--- src/rtl/me_pkg.sv ---
// Shared motion-estimation constants and types for the SAD search datapath.
// PSAD_MIN_SEARCH_ZERO_MV_BIAS_EN consumers use ZERO_MV_IDX / ZMV_BIAS from here.
package me_pkg;

    function automatic int clog2(input int value);
        int result;
        result = 0;
        for (int i = 0; i < 31; i++) begin
            if ((1 << i) < value) begin
                result = i + 1;
            end
        end
        return result;
    endfunction

    localparam int EDGE_LEN        = 8;
    localparam int BIT_DEPTH       = 8;
    localparam int PSAD_BIT_WIDTH  = 11;
    localparam int SAD_BIT_WIDTH   = 14;
    localparam int PIXELS_IN_BATCH = 16;
    localparam int NUM_BATCHES     = 16;
    localparam int IDX_BIT_WIDTH   = 8;
    localparam int ZERO_MV_IDX     = 136;
    localparam int ZMV_BIAS        = 32;

    localparam int LANE_BIT_WIDTH  = clog2(PIXELS_IN_BATCH);
    localparam int BATCH_BIT_WIDTH = clog2(NUM_BATCHES);
    localparam int BEAT_BIT_WIDTH  = PSAD_BIT_WIDTH * EDGE_LEN * PIXELS_IN_BATCH;

    typedef logic [SAD_BIT_WIDTH-1:0]   sad_t;
    typedef logic [IDX_BIT_WIDTH-1:0]   idx_t;
    typedef logic [LANE_BIT_WIDTH-1:0]  lane_t;
    typedef logic [BATCH_BIT_WIDTH-1:0] batch_t;

endpackage

--- src/rtl/sad_lane_min.sv ---
// Combinational minimum over the per-lane SADs of one batch; the lowest lane
// index wins a tie because only a strictly smaller value displaces the holder.
module sad_lane_min
    import me_pkg::*;
(
    input  sad_t  i_sads [PIXELS_IN_BATCH],
    output sad_t  o_min_sad,
    output lane_t o_min_lane
);

    always_comb begin
        o_min_sad  = i_sads[0];
        o_min_lane = '0;
        for (int l = 1; l < PIXELS_IN_BATCH; l++) begin
            if (i_sads[l] < o_min_sad) begin
                o_min_sad  = i_sads[l];
                o_min_lane = lane_t'(l);
            end
        end
    end

endmodule

--- src/rtl/psad_min_search.sv ---
// Sums partial SADs per candidate and tracks the best candidate of a search
// through a three-stage pipeline. Optional: PSAD_MIN_SEARCH_ZERO_MV_BIAS_EN.
module psad_min_search
    import me_pkg::*;
(
    input  logic                      clk_i,
    input  logic                      rst_i,
    input  logic                      start_i,
    input  logic                      psad_valid_i,
    input  logic [BEAT_BIT_WIDTH-1:0] psad_addend_batch_i,
    output logic                      busy_o,
    output logic [SAD_BIT_WIDTH-1:0]  best_sad_o,
    output logic [IDX_BIT_WIDTH-1:0]  best_idx_o,
    output logic                      done_o
);

    // Handshake: a beat transfers on any rising edge where psad_valid_i and
    // busy_o are both high and start_i is low; there is no backpressure.

    logic   r_busy;
    batch_t r_cnt;
    logic   r_s1_valid;
    batch_t r_s1_batch;
    sad_t   r_s1_sad [PIXELS_IN_BATCH];
    logic   r_s2_valid;
    batch_t r_s2_batch;
    sad_t   r_s2_sad;
    lane_t  r_s2_lane;
    sad_t   r_best_sad;
    idx_t   r_best_idx;
    logic   r_done;

    logic   w_accept;
    logic   w_last_beat;
    sad_t   w_lane_sad [PIXELS_IN_BATCH];
    sad_t   w_min_sad;
    lane_t  w_min_lane;
    idx_t   w_s2_idx;

    assign w_accept    = psad_valid_i & r_busy;
    assign w_last_beat = (r_cnt == batch_t'(NUM_BATCHES - 1));
    assign w_s2_idx    = idx_t'(r_s2_batch) * idx_t'(PIXELS_IN_BATCH) + idx_t'(r_s2_lane);

    always_comb begin
        for (int p = 0; p < PIXELS_IN_BATCH; p++) begin
            w_lane_sad[p] = '0;
            for (int r = 0; r < EDGE_LEN; r++) begin
                w_lane_sad[p] = w_lane_sad[p]
                    + sad_t'(psad_addend_batch_i[(p*EDGE_LEN+r)*PSAD_BIT_WIDTH +: PSAD_BIT_WIDTH]);
            end
`ifdef PSAD_MIN_SEARCH_ZERO_MV_BIAS_EN
            // Credit the zero-motion candidate so static content prefers no motion.
            if (r_cnt == batch_t'(ZERO_MV_IDX / PIXELS_IN_BATCH) &&
                p == ZERO_MV_IDX % PIXELS_IN_BATCH) begin
                w_lane_sad[p] = (w_lane_sad[p] > sad_t'(ZMV_BIAS))
                              ? w_lane_sad[p] - sad_t'(ZMV_BIAS) : '0;
            end
`endif
        end
    end

    sad_lane_min u_lane_min (
        .i_sads     (r_s1_sad),
        .o_min_sad  (w_min_sad),
        .o_min_lane (w_min_lane)
    );

    // Control and result state; data-only pipeline registers live below.
    always_ff @(posedge clk_i or posedge rst_i) begin
        if (rst_i) begin
            r_busy     <= 1'b0;
            r_cnt      <= '0;
            r_s1_valid <= 1'b0;
            r_s2_valid <= 1'b0;
            r_best_sad <= '1;
            r_best_idx <= '0;
            r_done     <= 1'b0;
        end else if (start_i) begin
            r_busy     <= 1'b1;
            r_cnt      <= '0;
            r_s1_valid <= 1'b0;
            r_s2_valid <= 1'b0;
            r_best_sad <= '1;
            r_best_idx <= '0;
            r_done     <= 1'b0;
        end else begin
            r_s1_valid <= w_accept;
            r_s2_valid <= r_s1_valid;
            r_done     <= r_s2_valid && (r_s2_batch == batch_t'(NUM_BATCHES - 1));
            if (w_accept) begin
                r_cnt <= r_cnt + 1'b1;
                if (w_last_beat) begin
                    r_busy <= 1'b0;
                end
            end
            // Strictly-less keeps the earlier batch on ties.
            if (r_s2_valid && (r_s2_sad < r_best_sad)) begin
                r_best_sad <= r_s2_sad;
                r_best_idx <= w_s2_idx;
            end
        end
    end

    always_ff @(posedge clk_i) begin
        if (w_accept) begin
            r_s1_sad   <= w_lane_sad;
            r_s1_batch <= r_cnt;
        end
        if (r_s1_valid) begin
            r_s2_sad   <= w_min_sad;
            r_s2_lane  <= w_min_lane;
            r_s2_batch <= r_s1_batch;
        end
    end

    assign busy_o     = r_busy;
    assign best_sad_o = r_best_sad;
    assign best_idx_o = r_best_idx;
    assign done_o     = r_done;

endmodule
--- config.mk ---
export PLATFORM = sky130hd
export DESIGN_NAME = psad_min_search
export DESIGN_NICKNAME = d
export VERILOG_FILES = /design/src/rtl/me_pkg.sv /design/src/rtl/sad_lane_min.sv /design/src/rtl/psad_min_search.sv
export SDC_FILE = /design/constraint.sdc
export NUM_CORES = 2
export LEC_CHECK = 0
export CORE_AREA = 2 2 559 561
export CTS_CLUSTER_SIZE = 14
export DETAILED_ROUTE_END_ITERATION = 7
export DIE_AREA = 0 0 561 563
export GPL_TIMING_DRIVEN = 0
export HOLD_SLACK_MARGIN = 0.1
export PLACE_DENSITY = 0.46
export SLEW_MARGIN = 5
export SYNTH_ARGS = -nofsm -noshare
export SYNTH_HDL_FRONTEND = slang
export SYNTH_HIERARCHICAL = 1
export SYNTH_SLANG_ARGS = --single-unit
--- constraint.sdc ---
create_clock -name clk_i -period 86.5 [get_ports clk_i]
set_clock_uncertainty 0.2 [all_clocks]
set_input_delay 17.3 -clock clk_i [delete_from_list [all_inputs] [get_ports clk_i]]
set_output_delay 17.3 -clock clk_i [all_outputs]
set_load 0.01 [all_outputs]
; After elaboration in Yosys (flattened, before gate mapping)
; Cells that the tools add are included.
[classes]
multipliers = 0
n_mux = 41
n_reduce_logical = 9
eq_ne = 2
magnitude_cmp = 16
addsub = 114
n_shift = 0
n_div = 0
n_bitwise = 1
[op_table]
columns = cell, count
row1 = $add A14 B11 Y14, 64
row2 = $mux W14, 17
row3 = $add A13 B11 Y14, 16
row4 = $lt A14 B14 Y1, 16
row5 = $add A12 B11 Y13, 16
row6 = $add A11 B11 Y12, 16
row7 = $mux W3, 8
row8 = $mux W8, 2
row9 = $add A8 B4 Y8, 1
row10 = $eq A4 B4 Y1 const B, 2
row11 = $mux W1, 8
row12 = $mux W2, 4
row13 = $mux W4, 2
row14 = $reduce_or A8 Y1, 1
row15 = $reduce_bool A2 Y1, 3
row16 = $add A4 B1 Y4 const B, 1
row17 = $reduce_or A4 Y1, 1
row18 = $logic_and A1 B1 Y1, 2
row19 = $reduce_and A2 Y1, 1
row20 = $reduce_or A2 Y1, 1
row21 = $and A1 B1 Y1, 1
[word_totals]
in_bits = 1412
register_bits = 280
ramBits = 0
elab_cells = 213
rom_bits = 0
latchBits = 0
n_memories = 0

; Logic depth before layout (Yosys ltp)
[logic_depth]
depth_word = 30
mapped_depth = 190
ltp_nobuf = 170

; Hierarchy
; The synthesis kept the hierarchy.
[by_module_without_submodules]
columns = module, seq_area_each_um2, n_inst, cells_each, area_each_um2
row1 = psad_min_search, 8275.4, 1, 4321, 44720.4
row2 = sad_lane_min, 0.0, 1, 1335, 9185.1

; Worst setup path after synthesis
; OpenSTA, ideal clock, no wires.
[synth_timing]
path_type = reg-to-reg
startpoint = register r_s1_sad[209] in the netlist's numbering
endpoint = register r_s2_sad[11] (data pin)
path_stages_with_launch = 182
required_time_ps = 86036
arrival_time_ps = 30376
setup_ps = 264
slack_ps = 55660
cell_sequence = edfxtp_1 ha_1 nand4_2 o221a_1 o31ai_2 a21oi_4 clkbuf_1 nor2_1 a21oi_1 ha_1 a21o_1 a31oi_1 o21ai_0 a21o_1 a311oi_2 o21ai_4 buf_4 a21oi_1 [... 146 more ...] buf_6 buf_12 mux2i_1 ha_1 a21oi_1 nor2b_1 o21ai_0 nand2b_1 a21oi_1 nor2b_1 o21ai_0 nand2b_1 a221o_1 nor3_1 a211oi_1 buf_4 buf_4 mux2i_1
[synth_between]
elab_chain_len = 30
[synth_rtl]
columns = item, line
row1 = from (decl), psad_min_search.sv:24  ; sad_t r_s1_sad [PIXELS_IN_BATCH];
row2 = from (signal assigned), psad_min_search.sv:106  ; r_s1_sad <= w_lane_sad;
row3 = $lt A14 B14 Y1, sad_lane_min.sv:15  ; if (i_sads[l] < o_min_sad) begin
row4 = $mux W14 *, sad_lane_min.sv:15
row5 = $lt A14 B14 Y1, sad_lane_min.sv:15
row6 = $mux W14 *, sad_lane_min.sv:15
row7 = $lt A14 B14 Y1, sad_lane_min.sv:15
row8 = $mux W14 *, sad_lane_min.sv:15
row9 = $lt A14 B14 Y1, sad_lane_min.sv:15
row10 = $mux W14 *, sad_lane_min.sv:15
row11 = [... 15 more ...], -
row12 = $mux W14 *, sad_lane_min.sv:15
row13 = $lt A14 B14 Y1, sad_lane_min.sv:15
row14 = $mux W14 *, sad_lane_min.sv:15
row15 = $lt A14 B14 Y1, sad_lane_min.sv:15
row16 = $mux W14 *, sad_lane_min.sv:15
row17 = $lt A14 B14 Y1, sad_lane_min.sv:15
row18 = $mux W14 *, sad_lane_min.sv:15
row19 = named net w_min_sad[11], psad_min_search.sv:36  ; sad_t w_min_sad;
row20 = to (signal assigned), psad_min_search.sv:110  ; r_s2_sad <= w_min_sad;
row21 = to (decl), psad_min_search.sv:27  ; sad_t r_s2_sad;
; The timed path passes the listed nets; every way through them passes the cells marked *.
; A chain may end at the register's enable or synchronous reset.

; Worst setup path in the final report
[layout_timing]
startpoint = register r_s1_sad[218] in the netlist's numbering
endpoint = register r_s2_sad[9] (data pin)
; The elaborated chain is that of the path after synthesis.

==> impl_results.md <==
* Status: finished clean
* Die H at 563 um
* Period Utilization, post-route at 45.4%
* CP max stage cell: o311ai_0
* Full die area at 0.316 mm2
* TritonCTS Buffers at 45
* Post-DP HPWL at 200000 um
* Req. time, crit path at 86.62 ns
* Critical Path End Type: register
* Max-slew headroom at 23.6%
* Synth Instances at 5656
* I/O Buffers at 1434
* Initial antenna violation count at 48
* FFs w/ async S/R, synth at 10.7%
* GPL Wtd Cong at 0.911
* Post-Synth Simple-Gate Area at 7.63%
* Syn_nets at 8505
* H-tree depth at 2
* Clock tree buffer depth at 3
* Post-synthesis adder-cell area fraction at 47.9%
* Dominant synthesized flop cell: edfxtp_1
* WL/cell at 19.1 um
* Initial drt markers at 1958
* Routed WL at 216000 um
* Fmax at 25.4 MHz
* Tot GR Track Use at 13.5%
* Arrival @ worst endpoint at 39.42 ns
* Share of layout cells above drive strength 1 at 3.34%
* Min cycle time layout at 39.30 ns
* Skew-Pair Late Insertion Delay at 0.61 ns
* Crit path max fanout at 10
* Synth area leaders: fa_1 39%, inv_1 14%, edfxtp_1 14%, ha_1 9.2%, a21oi_1 2.2%
* Compound-gate portion of the synthesized area at 9.36%
* Netlist cell types at 119
* Hold crit path type: reg2reg
* Die W at 561 um
* Worst slack, placed at 47.80 ns
* Number of cells after detailed placement at 11232
* Clk root buf: clkbuf_16
* Number of flops mapped to enable cells by yosys at 250
* I/O pins at 1436
* Layout area overhead at 39.1%
* Final hold vios at 0
* RSZ-0062 raised after global routing: no
* Final Max Slew Viols at 0
* Post-CTS setup buffers at 0
* Vias post-DR at 42843
* Cell Count, Final, Fillers Out at 11332
* FF+latch count, synth at 280
* MaxCap Viol Count at 0
* DRC at 0
* Worst setup margin at 47.20 ns
* CTS tree: yes
* Area leader, netlist: fa_1
* Kind of critical path: reg2reg
* # resized after CTS at 0
* GR Overflow Total at 0
* Largest family of logic cells by synthesized area: adder cells
* Initial Util at 17.4%
* Crit path top cell by count: a21oi_1
* Final setup fails at 0
* Cts hold-fix bufs at 0
* Syn Std Cell Area at 0.0539 mm2
* Setup_tns at 0 ns
* CP Launch Type: register
* Post-synthesis mux area share at 2.60%
* Synth top area share at 38.6%
* Final nets at 9988
* Num rows at 205
* YS warnings at 6
* CORE AREA at 0.310 mm2
* CTS clk-pin slew, worst paths at 0.06 ns
* XOR/XNOR Fraction of Synth Area at 2.11%
* Worst Max-Slew Pin Slew at 1.13 ns
* CP peak stage delay at 0.99 ns
* Sequential area share after synthesis at 15.4%
* Routed Antenna Nets at 0
* Mean Syn Cell Area at 9.53 um2
* Largest net degree at the start of global routing at 107
* First-pass GRT wire length at 314000 um
* Clock Sinks at 280
* Vias per cell at 3.78
* Vias in the first global route at 47543
* Drt pass-1 iters at 6
* R2r setup slk at 47.20 ns
-- layout make-up --
cell class,count,area [um2]
tap,4140,5180
inverter,2042,7670
sequential,280,8280
timing repair buffer,1436,14400
fill,33577,235000
clock inverter,29,294
antenna,17,42.5
buffer,60,428
multi-input combinational,3274,37500
clock buffer,54,1170
-- synthesized netlist by cell type (all sizes together), types with 16 or more instances --
| master | count |
|---|---|
| a211oi | 27 |
| nand4 | 24 |
| nand3 | 83 |
| buf | 37 |
| o221ai | 21 |
| a31oi | 22 |
| a21oi | 244 |
| nand2 | 116 |
| xor2 | 45 |
| and3 | 30 |
| a21o | 52 |
| nor4 | 27 |
| o31a | 16 |
| mux2i | 96 |
| o2111ai | 17 |
| edfxtp | 250 |
| and2 | 21 |
| o211ai | 35 |
| ha | 397 |
| inv | 2042 |
| nand2b | 56 |
| dfrtp | 16 |
| o22ai | 22 |
| clkbuf | 22 |
| nor3 | 62 |
| nor2 | 297 |
| o21a | 19 |
| mux2 | 36 |
| xnor2 | 85 |
| or2 | 30 |
| nor2b | 52 |
| fa | 1040 |
| o21ai | 122 |
-- metrics by stage --
stage | hold WS (ns) | utilization, % | instance area (um2)
global placement | 0.205 | 23.7 | 73400
global route | 0.230 | 24.2 | 75000
floorplan | 0.200 | - | 53900
CTS | 0.218 | 24.2 | 75000
detailed placement | 0.208 | 23.7 | 73500
finish | 0.216 | 24.2 | 75000
-- logic make-up (layout without fill, tap and decap cells) --
family | after synthesis | in the layout
AOI/OAI and AO/OA | 735 | 735
xor gates and xnor gates | 130 | 130
adders and majority gates | 1442 | 1442
buffers and inverters | 2102 | 3621
DFF | 280 | 280
muxes | 132 | 132
other | 0 | 17
and+or+nand+nor | 835 | 835
-- path summary, 6_finish.rpt --
check,startpoint,to,cells past startpoint
worst max-delay path,r_s1_sad[218]$_DFFE_PP_,r_s2_sad[9]$_DFFE_PP_,182
worst min-delay path,r_s1_batch[3]$_DFFE_PP_,r_s2_batch[3]$_DFFE_PP_,0
worst max register to register,r_s1_sad[218]$_DFFE_PP_,r_s2_sad[9]$_DFFE_PP_,182
worst min register to register,r_s1_batch[3]$_DFFE_PP_,r_s2_batch[3]$_DFFE_PP_,0
max in group asynchronous,rst_i,best_idx_o[0]$_DFFE_PP0P_,2
min in group asynchronous,rst_i,best_idx_o[7]$_DFFE_PP0P_,2
-- layout by cell type (no fill, tap or decap), types with 17 or more instances in the layout --
cell type	n
o21ai_0	96
a31oi_1	22
clkbuf_16	45
clkbuf_1	29
clkdlybuf4s50_1	1434
mux2_2	31
o22ai_1	21
diode_2	17
or2_2	22
a21oi_1	239
nor2b_1	52
o221ai_1	19
o211ai_1	32
a21o_1	52
mux2i_1	89
o21a_1	19
fa_1	1040
nor3_1	60
ha_1	397
inv_1	2038
and2_1	20
edfxtp_1	250
a211oi_1	23
nand2_1	116
and3_1	29
xor2_1	45
nand4_1	23
xnor2_1	85
nand2b_1	55
o21ai_1	23
nor4_1	27
nor2_1	296
nand3_1	83
-- flip-flops by register name, summed over array words and instances (netlist names), 4 cells and up --
register and cells:
best_idx_o 8, best_sad_o 14, r_cnt 4, r_s1_batch 4, r_s1_sad 224, r_s2_batch 4, r_s2_lane 4, r_s2_sad 14
-- routing by layer --
layer / share of wire, % / vias to the layer above / track usage, %
met5: 0.020 / - / 0
li1: - / 20225 / -
met3: 5.7 / 136 / 2.37
met1: 46 / 21195 / 18.5
met2: 47 / 1279 / 22.8
met4: 1.4 / 8 / 1.73
-- worst max-delay path, delay by kind of cell, from the launching register on --
family,cells,cell delay (ns)
AOI/OAI and AO/OA,78,18.81
DFF,1,0.48
buffers and inverters,32,6.19
adders and majority gates,16,4.54
and+or+nand+nor,49,6.83
muxes,7,1.86
Power is not shown: default switching activity piles up to over one toggle a cycle in this logic, so the estimate is an artifact.
